**src/rtl/fifo_rd_packer.sv**
```systemverilog
// -----------------------------------------------------------------------------
// fifo_rd_packer
//
// Read-side drain stage that sits directly behind a sync_fifo. It pops
// WIDTH-bit words using the FIFO's rd_en/rd_empty/rd_data interface (one
// cycle read latency), packs RATIO consecutive words into one wide beat and
// presents that beat on a valid/ready stream. A flush pulse forces out a
// partial beat so tail data never strands in the packer.
//
// Parameters
//   WIDTH  FIFO word width (must match the sync_fifo instance)
//   RATIO  words per output beat (>= 2)
//
// Ports
//   clk        single clock, rising edge
//   rst        asynchronous, active-high reset
//   rd_empty   FIFO empty flag
//   rd_data    FIFO read data, valid the cycle after rd_en is sampled high
//   rd_en      FIFO pop request
//   flush      single-cycle pulse: emit whatever is packed
//   out_data   packed beat, first-popped word in bits [WIDTH-1:0]
//   out_cnt    number of valid words in out_data (1..RATIO)
//   out_valid  beat available
//   out_ready  downstream accepts beat
// -----------------------------------------------------------------------------
module fifo_rd_packer #(
   parameter int WIDTH = 4,
   parameter int RATIO = 4
) (
   input  logic                             clk,
   input  logic                             rst,
   input  logic                             rd_empty,
   input  logic [WIDTH-1:0]                 rd_data,
   output logic                             rd_en,
   input  logic                             flush,
   output logic [WIDTH*RATIO-1:0]           out_data,
   output logic [$clog2(RATIO+1)-1:0]       out_cnt,
   output logic                             out_valid,
   input  logic                             out_ready
);

   localparam int OUT_W = WIDTH * RATIO;
   localparam int CNT_W = $clog2(RATIO + 1);

   typedef enum logic [0:0] {
      FILL  = 1'b0,
      FLUSH = 1'b1
   } state_t;

   state_t             state;
   logic [OUT_W-1:0]   acc;         // packing register, slot i at [i*WIDTH +: WIDTH]
   logic [CNT_W-1:0]   acc_cnt;     // words already captured into acc
   logic               inflight;    // a pop was issued last cycle, rd_data is live now

   logic [CNT_W-1:0]   acc_sum;     // words captured plus the one landing this edge
   logic [OUT_W-1:0]   acc_merged;  // acc with this edge's rd_data already placed
   logic               group_done;
   logic               out_free;
   logic               flush_emit;

   // Credit count: a pop in flight already owns a slot, so it counts against
   // the RATIO slots of storage before the next pop is allowed.
   assign acc_sum    = acc_cnt + CNT_W'(inflight);
   assign group_done = (acc_sum == CNT_W'(RATIO));

   // The output register can take a new beat if it is empty or is being
   // consumed on this very edge.
   assign out_free   = !out_valid || out_ready;

   // Partial emit in FLUSH once nothing is in flight and the output is free;
   // a full group takes priority and is handled by the normal hand-off.
   assign flush_emit = (state == FLUSH) && !inflight && out_free && !group_done
                       && (acc_cnt != '0);

   // Pop only in FILL, with credit left and the FIFO non-empty. A flush pulse
   // suppresses the pop in the same cycle so the flush sees a quiet pipeline.
   assign rd_en = !rst && !rd_empty && (state == FILL) && !flush
                  && (acc_sum < CNT_W'(RATIO));

   // NOTE: every variable assigned in a combinational block gets a default
   // first, so no path leaves it unassigned and no latch is inferred.
   always_comb begin
      acc_merged = acc;
      if (inflight) begin
         acc_merged[int'(acc_cnt)*WIDTH +: WIDTH] = rd_data;
      end
   end

   // NOTE: sequential state uses non-blocking assignments so every register
   // samples pre-edge values regardless of statement order.
   always_ff @(posedge clk or posedge rst) begin
      if (rst) begin
         state     <= FILL;
         // NOTE: the packing register is reset (not left as don't-care) because
         // a partial beat ships its unused upper slots, which must read as zero.
         acc       <= '0;
         acc_cnt   <= '0;
         inflight  <= 1'b0;
         out_data  <= '0;
         out_cnt   <= '0;
         out_valid <= 1'b0;
      end else begin
         inflight <= rd_en;

         // Default: a consumed beat leaves the output empty unless a
         // replacement is loaded below on the same edge.
         if (out_valid && out_ready) begin
            out_valid <= 1'b0;
         end

         if (group_done && out_free) begin
            // Full group (including a word captured on this edge) moves out.
            out_data  <= acc_merged;
            out_cnt   <= CNT_W'(RATIO);
            out_valid <= 1'b1;
            acc       <= '0;
            acc_cnt   <= '0;
         end else if (flush_emit) begin
            // inflight is zero here, so acc already holds every packed word.
            out_data  <= acc;
            out_cnt   <= acc_cnt;
            out_valid <= 1'b1;
            acc       <= '0;
            acc_cnt   <= '0;
         end else begin
            // Capture (or hold a completed group until the output frees).
            acc     <= acc_merged;
            acc_cnt <= acc_sum;
         end

         case (state)
            FILL: begin
               if (flush) begin
                  state <= FLUSH;
               end
            end
            FLUSH: begin
               // Leave once the pipeline is quiet and the output can accept a
               // partial beat; an empty accumulator simply returns to FILL.
               if (!inflight && out_free && !group_done) begin
                  state <= FILL;
               end
            end
            default: state <= FILL;
         endcase
      end
   end

   // Credit invariant: never more words claimed than one beat can hold.
   a_credit: assert property (@(posedge clk) disable iff (rst)
      (int'(acc_cnt) + int'(inflight)) <= RATIO);

   // The FIFO is never popped while it reports empty.
   a_no_empty_read: assert property (@(posedge clk) disable iff (rst)
      !(rd_en && rd_empty));

endmodule
```
**config.mk**
```make
export PLATFORM = sky130hd
export DESIGN_NAME = fifo_rd_packer
export DESIGN_NICKNAME = d
export VERILOG_FILES = /design/src/rtl/fifo_rd_packer.sv
export SDC_FILE = /design/constraint.sdc
export NUM_CORES = 1
export LEC_CHECK = 0
export ABC_AREA = 1
export ABC_CLOCK_PERIOD_IN_PS = 2330
export CORE_ASPECT_RATIO = 2
export CORE_UTILIZATION = 35
export CTS_CLUSTER_DIAMETER = 50
export CTS_CLUSTER_SIZE = 25
export DETAILED_ROUTE_END_ITERATION = 10
export PLACE_DENSITY = 0.6
export RECOVER_POWER = 100
export SETUP_SLACK_MARGIN = 0.02
export SYNTH_ARGS = -nofsm -noshare
export SYNTH_HDL_FRONTEND = slang
export SYNTH_SLANG_ARGS = --single-unit
export TNS_END_PERCENT = 1
```
**constraint.sdc**
```tcl
create_clock -name clk -period 2.33 [get_ports clk]
set_clock_uncertainty 0.15 [all_clocks]
set_input_delay 0.699 -clock clk [delete_from_list [all_inputs] [get_ports clk]]
set_output_delay 0.699 -clock clk [all_outputs]
set_load 0.05 [all_outputs]
```
==> results.sh <==
export IMPL_ant_nets=0
export IMPL_grt_use_total_pct=17.1
export IMPL_worstSetupStartpointType="register"
export IMPL_totalWireLength_mm=4.90
export IMPL_placementRows=39
export IMPL_via_per_inst=5.05
export IMPL_post_route_min_period_ns=2.51
export IMPL_drc_errors=4
export IMPL_register_area_um2=1030
export IMPL_grt_max_degree=42
export IMPL_path_class="register to primary output"
export IMPL_start_util_pct=36.6
export IMPL_hold_start="out_cnt[2]"
export IMPL_reg2reg_from="acc_cnt[0]"
export IMPL_hold_viol_final=0
export IMPL_setup_viol=1
export IMPL_timing_final_max_slew_violations=0
export IMPL_nFillCells=624
export IMPL_leakage_nw=1.28
export IMPL_cp_cell_sequence="ha_2, ha_4, xor2_4, nor4_4, buf_12"
export IMPL_wl_met2_mm=2.56
export IMPL_multiInputGateArea_um2=916
export IMPL_slew_headroom_pct=32.0
export IMPL_finalWorstSetupSlack_ns=-0.183
export IMPL_holdWs_ns=0.359
export IMPL_die_width_um=56.8
export IMPL_die_y_um=112
export IMPL_status="finished with violations"
export IMPL_timing_fmax_mhz=398
export IMPL_critPathSlowestCell="dfrtp_1"
export IMPL_rsz0062_at_grt="yes"
export IMPL_r2r_end="out_data[3]"
export IMPL_met1_length_mm=1.99
export IMPL_syn_mean_instance_area_um2=8.07
export IMPL_final_cell_area_um2=2590
export IMPL_yosysUniqueCellTypes=21
export IMPL_ys_ff_latch=41
export IMPL_routedWlPerCell_um=13.5
export IMPL_hold_class="register to register"
export IMPL_hold_path_endpoint="out_cnt[2]"
export IMPL_cap_viol_max_count=0
export IMPL_end_kind="primary output"
export IMPL_syn2layout_area_growth_pct=22.9
export IMPL_netlist_instances=261
export IMPL_clock_sinks=41
export IMPL_cp_data_required_time_ns=1.48
export IMPL_cts_buffers=5
export IMPL_power_density_nw_per_um2=1060
export IMPL_final_nets=317
export IMPL_gp_congestion=0.851
export IMPL_dpl_hpwl_mm=3.45
export IMPL_top_layer="met4"
export IMPL_placed_area_um2=2510
export IMPL_r2r_cells=12
export IMPL_dr_pass1_iters=7
export IMPL_holdPathStages=2
export IMPL_h_tree_depth=2
export IMPL_mostFrequentLayoutCells="nand2_1 (64), nand3_1 (53), dfrtp_1 (40), inv_1 (33), clkbuf_1 (22)"
export IMPL_finalCritPeriodShare_pct=108
export IMPL_layout_commonest_cell="nand2_1"
export IMPL_yosys_warnings=0
export IMPL_clk_pin_slew_worst_paths_ns=0.06
export IMPL_yosysSeqAreaShare_pct=48.7
export IMPL_vias=1833
export IMPL_failed_checks="DRC, setup timing"
export IMPL_synth_nets=277
export IMPL_wl_met3_um=137
export IMPL_drt_iter0_drc=34
export IMPL_ir_drop_mv=0.595
export IMPL_grt_first_pass_wirelength_mm=8.28
export IMPL_clk_path_buf_depth=2
export IMPL_antennaDiodeCount=0
export IMPL_critical_path_arrival_ns=1.66
export IMPL_cp_max_fo=3
export IMPL_worstMarginPinSlew_ns=1.02
export IMPL_antenna_found_initial=0
export IMPL_stdcell_count=363
export IMPL_port_buffers=29
export IMPL_reg2reg_slack_ns=0.21
export IMPL_critPathMaxStageDelay_ns=0.40
export IMPL_tritoncts="yes"
export IMPL_grt_pass1_vias=1807
export IMPL_clock_latency_ns=0.28
export IMPL_global_route_overflow_total=0
export IMPL_syn_area_um2=2110
export IMPL_ios=30
export IMPL_final_layout_size_suffix_gt1_share_pct=9.93
export IMPL_ctsRootBufferMaster="clkbuf_16"
export IMPL_post_route_util_pct=44.9
export IMPL_core_area_um2=5760
export IMPL_dieArea_um2=6350
export IMPL_placed_cells=353
repair_timing:
| action | in CTS | in global routing |
|---|---|---|
| buffers inserted | 0 | 2 |
| resized for setup | 0 | 11 |
| hold buffers | 0 | 0 |
| setup endpoints to repair | 1 | 17 |
| pin swaps | 0 | 1 |
Yosys cell counts:
cell	number	area, µm²
o21ai_0	13	65.1
nand2_2	1	6.26
nor2_4	1	11.3
nand3_2	2	20.0
buf_4	2	15.0
ha_1	7	87.6
a32oi_1	1	8.76
and3_1	6	37.5
nor4_1	1	6.26
nor2_1	11	41.3
buf_2	2	10.0
nand3_1	51	255
a21oi_1	12	60.1
inv_1	34	128
xor2_1	1	8.76
buf_6	4	45.0
clkbuf_1	2	7.51
o21ai_1	3	15.0
dfrtp_1	41	1030
nand2_1	65	244
o211ai_1	1	7.51
metrics by stage:
stage	worst slack, ns	TNS [ns]	total power, mW
4_1_cts	-0.268	-0.268	2.87
3_5_place_dp	-0.256	-0.363	2.20
6_report	-0.183	-0.183	2.73
5_1_grt	-0.253	-0.810	2.93
2_1_floorplan	-0.150	-0.150	1.82
3_3_place_gp	-0.260	-0.314	2.18
logic make-up after synthesis:
family / count (synthesis) / share of synthesized area [%]
XOR/XNOR: 1 / 0.416
buffers and inverters: 44 / 9.74
adder cells (fa/ha/maj): 7 / 4.16
AO/OA/AOI/OAI: 30 / 7.43
AND/OR/NAND/NOR: 138 / 29.5
flip-flops: 41 / 48.7
report_power, final:
part           switching [mW]  leakage, nW  internal [mW]
registers              0.0764        0.554          0.863
logic                   0.836        0.652          0.298
clock network           0.267       0.0706          0.393
final cells by class:
cell class	count	share of cell area, %
tap	61	2.95
timing repair buffer	43	11.7
inverter	34	4.93
clock inverter	2	0.387
sequential	41	39.7
multi-input combinational	176	35.4
clock buffer	6	4.98
worst max path at each step:
stage | startpoint | endpoint | slack (ns) | cells past startpoint
2_1_floorplan | acc_cnt[0] | rd_en | -0.15 | 4
3_3_place_gp | flush | rd_en | -0.26 | 5
3_5_place_dp | rst | rd_en | -0.26 | 3
4_1_cts | inflight | rd_en | -0.27 | 5
5_1_grt | acc_cnt[0] | rd_en | -0.25 | 5
6_report | inflight | rd_en | -0.18 | 5
metal layers:
metal,global-route usage (%),up-vias
met5,0,-
met3,3.14,16
met1,18.8,857
met2,29.8,32
met4,10.1,0
li1,-,928
state kept, by name (all words and copies together), names as in the netlist:
signal	flops
state	1
out_cnt	3
out_valid	1
acc	16
out_data	16
acc_cnt	3
inflight	1
worst max-delay path, delay by kind of cell, from the launching register on:
family                   cells  cell delay [ns]
adder cells (fa/ha/maj)      2             0.38
XOR/XNOR                     1             0.19
AND/OR/NAND/NOR              1             0.23
buffers and inverters        1             0.18
flip-flops                   1             0.40
Power figures use the tool's default switching activity.
